## src/rtl/approx_mult_pipe.sv

```systemverilog
// approx_mult_pipe: parametrised 3-stage approximate unsigned multiplier.
// Upper multiplier bits x[W-1:L] multiply exactly. The low L partial-product
// rows are OR-merged in pairs and truncated below column weight TRUNC.
// Each transaction can request an exact product instead.
// Optional error statistics: define APPROX_MULT_ERR_STAT_EN.
module approx_mult_pipe #(
  parameter int W     = 8,
  parameter int L     = 4,
  parameter int TRUNC = 6,
  parameter int ACC_W = 32
) (
  input  logic             clk,
  input  logic             rst_n,
  input  logic             in_valid,
  output logic             in_ready,
  input  logic [W-1:0]     x,
  input  logic [W-1:0]     y,
  input  logic             exact,
  output logic             out_valid,
  input  logic             out_ready,
  output logic [2*W-1:0]   z,
  output logic             z_exact
`ifdef APPROX_MULT_ERR_STAT_EN
  ,
  input  logic             err_clr,
  output logic [ACC_W-1:0] err_sum,
  output logic [ACC_W-1:0] op_cnt
`endif
);

  localparam int PW  = 2 * W;
  localparam int NPV = (W + 1) / 2;
  // Columns below TRUNC are dropped from every merged pair.
  localparam logic [PW-1:0] KEEP_MASK = {PW{1'b1}} << TRUNC;

  logic          adv;

  logic          s1Valid_q;
  logic [W-1:0]  s1X_q;
  logic [W-1:0]  s1Y_q;
  logic          s1Exact_q;

  logic          s2Valid_q;
  logic [PW-1:0] s2Hi_q;
  logic [PW-1:0] s2Low_q;
  logic          s2Exact_q;

  logic          s3Valid_q;
  logic [PW-1:0] s3Z_q;
  logic          s3Exact_q;

  logic [PW-1:0] row_d;
  logic [PW-1:0] hi_d;
  logic [PW-1:0] exLow_d;
  logic [PW-1:0] apxLow_d;
  logic [PW-1:0] pv_d [NPV];

  // The whole pipe moves together whenever the output slot is free or draining.
  assign adv      = out_ready | ~s3Valid_q;
  assign in_ready = adv;

  // Partial-product rows from the S1 operands: exact high part, exact low part,
  // and the OR-merged, truncated approximation of the low part.
  always_comb begin
    row_d    = '0;
    hi_d     = '0;
    exLow_d  = '0;
    apxLow_d = '0;
    for (int k = 0; k < NPV; k++) pv_d[k] = '0;
    for (int i = 0; i < W; i++) begin
      row_d = s1X_q[i] ? (PW'(s1Y_q) << i) : '0;
      if (i < L) begin
        exLow_d     = exLow_d + row_d;
        pv_d[i / 2] = pv_d[i / 2] | row_d;
      end else begin
        hi_d = hi_d + row_d;
      end
    end
    for (int k = 0; k < NPV; k++) begin
      apxLow_d = apxLow_d + (pv_d[k] & KEEP_MASK);
    end
  end

  // Three pipeline stages that shift together on adv and hold otherwise.
  always_ff @(posedge clk or negedge rst_n) begin
    if (!rst_n) begin
      s1Valid_q <= 1'b0;
      s1X_q     <= '0;
      s1Y_q     <= '0;
      s1Exact_q <= 1'b0;
      s2Valid_q <= 1'b0;
      s2Hi_q    <= '0;
      s2Low_q   <= '0;
      s2Exact_q <= 1'b0;
      s3Valid_q <= 1'b0;
      s3Z_q     <= '0;
      s3Exact_q <= 1'b0;
    end else if (adv) begin
      s1Valid_q <= in_valid;
      s1X_q     <= x;
      s1Y_q     <= y;
      s1Exact_q <= exact;
      s2Valid_q <= s1Valid_q;
      s2Hi_q    <= hi_d;
      s2Low_q   <= s1Exact_q ? exLow_d : apxLow_d;
      s2Exact_q <= s1Exact_q;
      s3Valid_q <= s2Valid_q;
      s3Z_q     <= s2Hi_q + s2Low_q;
      s3Exact_q <= s2Exact_q;
    end
  end

  assign out_valid = s3Valid_q;
  assign z         = s3Z_q;
  assign z_exact   = s3Exact_q;

`ifdef APPROX_MULT_ERR_STAT_EN
  localparam int SW = ((ACC_W > PW) ? ACC_W : PW) + 1;

  logic [PW-1:0]    s2Err_q;
  logic [PW-1:0]    s3Err_q;
  logic [ACC_W-1:0] errSum_q;
  logic [ACC_W-1:0] opCnt_q;
  logic [SW-1:0]    errSumExt_d;
  logic [ACC_W-1:0] errSum_d;
  logic [ACC_W-1:0] opCnt_d;

  // Error carried alongside the data; the approximation never exceeds the exact low part.
  always_ff @(posedge clk or negedge rst_n) begin
    if (!rst_n) begin
      s2Err_q <= '0;
      s3Err_q <= '0;
    end else if (adv) begin
      s2Err_q <= exLow_d - apxLow_d;
      s3Err_q <= s2Err_q;
    end
  end

  // Saturating next values for the accumulated error and operation count.
  always_comb begin
    errSumExt_d = SW'(errSum_q) + SW'(s3Err_q);
    errSum_d    = (errSumExt_d > SW'({ACC_W{1'b1}})) ? {ACC_W{1'b1}} : errSumExt_d[ACC_W-1:0];
    opCnt_d     = (opCnt_q == {ACC_W{1'b1}}) ? opCnt_q : opCnt_q + ACC_W'(1);
  end

  // Statistics update on each approximate result leaving the block; clear wins.
  always_ff @(posedge clk or negedge rst_n) begin
    if (!rst_n) begin
      errSum_q <= '0;
      opCnt_q  <= '0;
    end else if (err_clr) begin
      errSum_q <= '0;
      opCnt_q  <= '0;
    end else if (s3Valid_q && out_ready && !s3Exact_q) begin
      errSum_q <= errSum_d;
      opCnt_q  <= opCnt_d;
    end
  end

  assign err_sum = errSum_q;
  assign op_cnt  = opCnt_q;
`endif

endmodule

```

## config.mk

```make
export PLATFORM = sky130hd
export DESIGN_NAME = approx_mult_pipe
export DESIGN_NICKNAME = d
export VERILOG_FILES = /design/src/rtl/approx_mult_pipe.sv
export SDC_FILE = /design/constraint.sdc
export NUM_CORES = 1
export LEC_CHECK = 0
export CAP_MARGIN = 20
export CORE_ASPECT_RATIO = 0.8
export CORE_MARGIN = 5
export CORE_UTILIZATION = 59
export DETAILED_ROUTE_END_ITERATION = 12
export GPL_TIMING_DRIVEN = 1
export PLACE_DENSITY = 0.81
export SETUP_SLACK_MARGIN = 0.1
export SLEW_MARGIN = 5
export SYNTH_ARGS = -nofsm -noshare
export SYNTH_HDL_FRONTEND = slang
export SYNTH_SLANG_ARGS = --single-unit
```

## constraint.sdc

```tcl
create_clock -name clk -period 4.35 [get_ports clk]
set_clock_uncertainty 0.15 [all_clocks]
set_input_delay 0.435 -clock clk [delete_from_list [all_inputs] [get_ports clk]]
set_output_delay 0.435 -clock clk [all_outputs]
set_load 0.05 [all_outputs]
```

# == Word-level counts from Yosys, hierarchy flattened ==
# Cells that the tools add are included.
# op_classes
n_addsub,8
mul,0
div,0
n_lt_le_gt_ge,0
eq_ne,0
shifts,0
muxes,9
bitwise_logic,4
reduce_logical,0
# op_table
op,n
12-bit two-way mux,2
15-bit by 15-bit adder with 16-bit output,1
16-bit adder,1
14-bit by 14-bit adder with 15-bit output,1
15-bit two-way mux,1
12-bit by 13-bit adder with 14-bit output,1
14-bit two-way mux,1
13-bit two-way mux,1
11-bit by 11-bit adder with 12-bit output,1
9-bit by 11-bit adder with 12-bit output,1
10-bit by 10-bit adder with 11-bit output,1
11-bit two-way mux,1
10-bit by 11-bit OR with 11-bit output,1
8-bit by 9-bit adder with 10-bit output,1
10-bit two-way mux,1
9-bit two-way mux,1
8-bit by 9-bit OR with 9-bit output,1
8-bit two-way mux,1
1-bit NOT,1
1-bit OR,1
# word_totals
register_bits,70
latch_bits,0
ram_bits,0
mem_bits_ro,0
wordCells,32
mem_count,0

# == Longest topological paths before layout ==
# depth
depth_word,5
mapped_depth,14
mapped_depth_nobuf,13

# == Worst setup path before layout ==
# No wires, ideal clock.
# synth_timing
path_type,flip-flop to flip-flop
from,register s1X_q[3]
to,register s2Low_q[8]
t_arrival_ps,3039
required_time_ps,4075
setup_slack_ps,1036
stages_incl_launch_ff,13
n_path_buf,1
synth_period_minus_slack_ps,3314
cell_sequence,dfrtp_1 > clkbuf_1 > and2_1 > fa_1 > inv_1 > fa_1 > inv_1 > ha_1 > a211oi_1 > nor2_1 > mux2i_1 > a31oi_1 > mux2_2
# synth_via
elab_chain_len,4
elab_cells_between_ends,5
# synth_lines
item,line,text
start: declaration,39,logic [W-1:0] s1X_q;
start signal: assignment,88,s1X_q <= '0;
start signal: assignment,100,s1X_q <= x;
11-bit two-way mux (*),71,row_d = s1X_q[i] ? (PW'(s1Y_q) << i) : '0;
10-bit by 11-bit OR with 11-bit output,74,pv_d[i / 2] = pv_d[i / 2] | row_d;
9-bit by 11-bit adder with 12-bit output,80,apxLow_d = apxLow_d + (pv_d[k] & KEEP_MASK);
12-bit two-way mux (*),105,s2Low_q <= s1Exact_q ? exLow_d : apxLow_d;
end signal: assignment,105,
end: declaration,45,logic [PW-1:0] s2Low_q;
# Every way passes the cells marked *; elsewhere a longest branch is shown, timed or not.
# A chain may end at the register's enable or synchronous reset.

# == Final worst setup path ==
# layout_timing
from,register s1Y_q[1]
to,register s2Hi_q[12]
# layout_via
elab_chain_len,4
elab_cells_between_ends,7
# layout_lines
item,line,text
start: declaration,40,logic [W-1:0] s1Y_q;
start signal: assignment,101,s1Y_q <= y;
12-bit two-way mux or 13-bit two-way mux (tied branches),71,
12-bit by 13-bit adder with 14-bit output,76,hi_d = hi_d + row_d;
14-bit by 14-bit adder with 15-bit output,76,
15-bit by 15-bit adder with 16-bit output (*),76,
end signal: assignment,104,s2Hi_q <= hi_d;
end: declaration,44,logic [PW-1:0] s2Hi_q;
# Marks and branches as above.

==> flow_metrics.env <==
export IMPL_grt_busiest_layer="met2"
export IMPL_via_per_inst=5.27
export IMPL_start_util_pct=60.0
export IMPL_synth_area_top_cells="dfrtp_1 (33%), nand2_1 (12%), fa_1 (12%), ha_1 (11%), inv_1 (4.1%)"
export IMPL_tns_ns=0
export IMPL_ctsResizeCount=0
export IMPL_drc=0
export IMPL_reg2reg_from="s1Y_q[1]"
export IMPL_synth_avg_cell_area_um2=8.37
export IMPL_hold_ws_ns=0.103
export IMPL_grt_max_degree=70
export IMPL_synthesis_area_um2=4720
export IMPL_p_seq_share_pct=25.9
export IMPL_swShare_pct=48.5
export IMPL_drive_gt1_share_pct=4.38
export IMPL_wirelength_um=10100
export IMPL_antenna_found_initial=0
export IMPL_period_minus_slack_ns=3.50
export IMPL_rsz0062_at_grt="false"
export IMPL_p_comb_share_pct=62.1
export IMPL_grt_util_met2_pct=35.1
export IMPL_power_density_nw_per_um2=742
export IMPL_p_sw_uw=1930
export IMPL_crit_arrival_ns=3.55
export IMPL_setup_viol=0
export IMPL_synth_seq_cells=62
export IMPL_pwr_share_clk_pct=12.0
export IMPL_hold_class="input port to asynchronous set/reset pin"
export IMPL_gr_usage_met1_pct=31.0
export IMPL_reg2regPathDepth=11
export IMPL_grt_pass1_wl_um=17400
export IMPL_path_class="flop to flop"
export IMPL_cp_startpoint="s1Y_q[1]"
export IMPL_start_kind="flop"
export IMPL_ys_seq_area_share_pct=32.8
export IMPL_cts_buffers=9
export IMPL_dpl_worst_slack_ns=0.853
export IMPL_async_flop_share_pct=100
export IMPL_synth_edff_count=0
export IMPL_postCtsHoldBufs=0
export IMPL_tightest_slew_ns=0.778
export IMPL_grt_met3_usage_pct=4.30
export IMPL_syn_instance_count=564
export IMPL_synth_flop_cell="dfrtp_1"
export IMPL_netlist_cell_type_count=42
export IMPL_area_delta_synth_final_pct=13.4
export IMPL_post_synth_top_area_fraction_pct=32.8
export IMPL_grt_pass1_vias=3723
export IMPL_port_buffers=39
export IMPL_grt_overflow=0
export IMPL_postCtsSetupBuffers=0
export IMPL_final_cell_mix="nand2_1 (151), dfrtp_1 (62), inv_1 (52)"
export IMPL_rows=29
export IMPL_clock_sinks=62
export IMPL_relSlewSlack_pct=48.2
export IMPL_dr_pass1_iters=6
export IMPL_die_x_um=110
export IMPL_final_common_cell="nand2_1"
export IMPL_status="finished clean"
export IMPL_crit_fanout=9
export IMPL_yosysWarnings=0
export IMPL_fmax_mhz=286
export IMPL_post_route_period_util_pct=80.5
export IMPL_clock_path_buffers=2
export IMPL_grt_use_total_pct=21.8
export IMPL_ff2ff_setup_slack_ns=0.85
export IMPL_peakVddDrop_v=0.000379
export IMPL_synth_nets=653
export IMPL_die_h_um=90.0
export IMPL_core_area_um2=7870
export IMPL_drv_cap=0
export IMPL_nets=678
export IMPL_clockRootBuffer="clkbuf_8"
export IMPL_p_leak_uw=0.00270
export IMPL_tritoncts="built"
export IMPL_worstPathRequired_ns=4.39
export IMPL_drv_slew=0
export IMPL_cts_htree_levels=3
export IMPL_drt_iter0_markers=156
export IMPL_num_antenna_cells=0
export IMPL_final_hold_viol_count=0
export IMPL_die_area_um2=9910
export IMPL_gp_congestion=0.866
export IMPL_yosys_area_top_type="dfrtp_1"
export IMPL_endpoint_kind="flop"
export IMPL_nFillCells=676
export IMPL_p_int_uw=2050
export IMPL_wire_per_inst_um=14.3
export IMPL_io_pins=40
export IMPL_clk_pin_slew_ns=0.08
export IMPL_clock_latency_ns=0.34
export IMPL_r2r_end="s2Hi_q[12]"
export IMPL_ant_nets=0
export IMPL_dpl_hpwl_um=7380
export IMPL_vias=3701
export IMPL_setup_slack_ns=0.850
-- worst max-delay path by stage --
stage | to | slack (ns)
after global routing | s2Low_q[8] | 0.59
after global placement | s2Low_q[8] | 0.95
after floorplan | s2Low_q[8] | 1.04
after detailed placement | s2Low_q[8] | 0.85
final | s2Hi_q[12] | 0.85
after CTS | s2Low_q[8] | 0.84
-- state kept, by name, indices dropped and copies added, names as in the netlist, 8 cells and up --
signal   flops
s1Y_q        8
s1X_q        8
z           16
s2Low_q     12
s2Hi_q      12
-- logic make-up after synthesis --
group	share of synthesized area [%]
flip-flops	32.8
XOR/XNOR	3.15
adder cells (fa/ha/maj)	22.5
buffers and inverters	6.44
AND/OR/NAND/NOR	22.9
multiplexers	0.662
AO/OA/AOI/OAI	11.6
-- routing by layer --
| metal | wire, µm | share of wire, % |
|---|---|---|
| met5 | 0 | 0 |
| met4 | 4 | 0.040 |
| met3 | 705 | 7.0 |
| met2 | 4660 | 46 |
| met1 | 4700 | 47 |
-- per-stage QoR --
| step | instance area, µm² | power [µW] | util [%] | std cells |
|---|---|---|---|---|
| after floorplan | 4720 | 2870 | - | 564 |
| final | 5350 | 3970 | 68.0 | 702 |
| after global placement | 5170 | 3390 | 65.6 | 686 |
| after global routing | 5350 | 4380 | 68.0 | 702 |
| after detailed placement | 5170 | 3480 | 65.6 | 686 |
| after CTS | 5350 | 3990 | 68.0 | 702 |
-- synthesized netlist by cell type, drive strengths merged, types with 3 or more instances --
cell type    n
nand2b      10
xnor2        6
and2        30
o21a         4
a31oi        5
nand2      151
a21oi       25
fa          28
a21o         7
nor2b        5
buf          3
dfrtp       62
inv         53
o211ai       7
o21ai       23
nor2        30
nand3b       3
ha          40
xor2        11
a211oi       6
nand4        3
nand3        8
clkbuf      25
-- cell type report --
type                       count  area (µm²)  area share [%]
clock inverter                 5        33.8           0.631
tap                          108         135            2.52
inverter                      53         199            3.72
multi-input combinational    421        2880            53.7
clock buffer                  11         151            2.83
sequential                    62        1550            29.0
timing repair buffer          42         408            7.62
-- power by group through the flow --
stage / Clock, µW / Combinational (µW) / Sequential, µW
2_1_floorplan: 0 / 1680 / 1190
3_3_place_gp: 0 / 2360 / 1020
3_5_place_dp: 0 / 2450 / 1040
4_1_cts: 489 / 2480 / 1030
5_1_grt: 514 / 2800 / 1060
6_report: 478 / 2470 / 1030
-- worst max-delay path: stages, from the launching register on --
cell and delay [ns]:
dfrtp_1 0.47, and2_1 0.22, fa_1 0.54, inv_1 0.06, fa_1 0.59, inv_1 0.07, ha_1 0.32, a211oi_1 0.39
o21bai_1 0.13, a21oi_1 0.20, xor2_1 0.15, o21ai_0 0.08
(Power assumes the default switching activity.)
==> RTL edit, RTL diff (same settings) <==
The option `APPROX_MULT_ERR_STAT_EN` is turned on by a define.
--- a/src/rtl/approx_mult_pipe.sv
+++ b/src/rtl/approx_mult_pipe.sv
@@ -5,2 +5,4 @@
 // Optional error statistics: define APPROX_MULT_ERR_STAT_EN.
+`define APPROX_MULT_ERR_STAT_EN
+
 module approx_mult_pipe #(
Ports: changed (added err_clr, err_sum and op_cnt); port bits go from 40 to 105. No check against the original RTL was run, so the function may have changed too.
==> RTL edit against the unedited design <==
Routed wire length grew 140%. Sequential cell count grew 90. Worst setup slack lost 0.61 ns. Hold slack gained 0.21 ns. Area after synthesis grew 110%. Power grew 100%. Final area grew 120%. Global-route usage grew 2.9 points. Critical endpoint is now s2Err_q[11]$_DFFE_PN0P_.
==> RTL edit: results (changes against the unedited design) <==
stage	metric	value	unit	change
timing	worst slew pin tran	0.952	ns	+0.175 ns
setup_path	largest driver fanout on the critical path	5		-4
route	number of optimization iterations in the first detailed-route pass	5		-1
power	switching share of power	0.449		-0.0362
grt	global-route met2 utilization	0.397		+0.0468
place	placed cells	1432		+110%
cells_and_area	fraction of area in non-clock buffers	0.106		+0.0294
die	Cell Rows	42		+45%
route	detail-routed via count per cell	5.92		+12%
power	leakage power	5.58	nW	+110%
place	port bufs	104		+170%
place	final weighted congestion in routability-driven placement	0.911		+5.2%
route	met2 WL	11800	µm	+150%
clock_network	Clock Latency Late Sink	0.43	ns	+0.09 ns
clock_network	number of CTS-inserted buffers	17		+8
synth	fraction of the yosys area taken by sequential cells	0.378		+0.0500
cells_and_area	clock network contribution to total cell area	0.0476		+0.0130
place	Post-DP Area	11300	µm²	+120%
synth	synthesized-area fraction occupied by adder cells	0.141		-0.0839
clock_network	post_cts resized	7		+7
route	WL met3	1600	µm	+130%
route	First DRT Iteration DRCs	658		+320%
clock_network	hold bufs inserted after CTS	1		+1
clock_network	count of H-tree levels built during CTS	4		+1
power	proportion of power drawn by flip-flops and latches	0.265		+0.006
cells_and_area	fraction of area in multi-input gates	0.482		-0.0546
clock_network	CTS clock-pin slew for the worst setup and hold paths	0.06	ns	-0.02 ns
place	HPWL reported at the end of detailed placement	17400	µm	+140%
route	Routed WL per cell	16.7	µm	+16%
grt	met3 Usage GRT	0.0402		-0.00280
setup_path	largest incremental delay on the critical path	0.51	ns	-0.08 ns
synth	number of distinct library cells after synthesis	66		+57%
grt	total global routing track utilization	0.247		+0.0293
grt	maximum number of pins on one net before global-route repair	103		+47%
synth	cell types with the highest counts after synthesis	239 x sky130_fd_sc_hd__nand2_1, 152 x sky130_fd_sc_hd__dfrtp_1, 74 x sky130_fd_sc_hd__inv_1		
cells_and_area	layout cells sized above 1	0.0863		+0.0426
synth	top cells by area in the synthesized netlist	sky130_fd_sc_hd__dfrtp_1 38%, sky130_fd_sc_hd__nand2_1 8.9%, sky130_fd_sc_hd__ha_1 8.1%		
synth	fraction of synthesized area in multiplexers	0.0113		+0.00471
grt	via count of the first global-routing pass	8215		+120%
power	total sequential power	2.14	mW	+110%
cells_and_area	area of all placed cells without fillers	12000	µm²	+120%
clock_network	Root Buffer Master	sky130_fd_sc_hd__clkbuf_16		
route	overall routed net length	24500	µm	+140%
outcome	result of the run	complete, no violations		
synth	mean post-synth cell area	8.69	µm²	+3.8%
synth	compound-cell area share of the yosys netlist	0.155		+0.0387
cells_and_area	number of multi-input combinational cells in the layout	862		+100%
clock_network	count of buffers added by post-CTS timing repair for setup	2		+2
grt	global-route wire length before repair	40300	µm	+130%
grt	met1 track demand over resource in global routing	0.351		+0.0406
route	WL met1	10800	µm	+130%
cells_and_area	number of nets in the layout	1356		+100%
cells_and_area	number of signal-net inverters in the final layout	74		+40%
synth	parity-gate share of the synthesized area counting xor and xnor cells	0.0357		+0.00421
power	relative contribution of combinational cells to total power	0.555		-0.066
cells_and_area	buffers outside the clock class	132		+210%
## RTL edit: final timing paths
kind | start | to | slack (ns) | cells past startpoint
setup / recovery | s1X_q[1]$_DFFE_PN0P_ | s2Err_q[11]$_DFFE_PN0P_ | 0.24 | 15
setup reg to reg | s1X_q[1]$_DFFE_PN0P_ | s2Err_q[11]$_DFFE_PN0P_ | 0.24 | 15
hold reg to reg | s2Low_q[1]$_DFFE_PN0P_ | s2Low_q[1]$_DFFE_PN0P_ | 0.32 | 2
max in group asynchronous | rst_n | s2Low_q[7]$_DFFE_PN0P_ | 2.58 | 3
min in group asynchronous | rst_n | err_sum[29]$_DFFE_PN0P_ | 0.51 | 2
hold / removal | s2Low_q[1]$_DFFE_PN0P_ | s2Low_q[1]$_DFFE_PN0P_ | 0.32 | 2
## RTL edit: worst min-delay path: stages, from the launching register on
cell,delay [ns]
sky130_fd_sc_hd__dfrtp_1,0.34
sky130_fd_sc_hd__nand2_1,0.05
sky130_fd_sc_hd__nand2_1,0.05
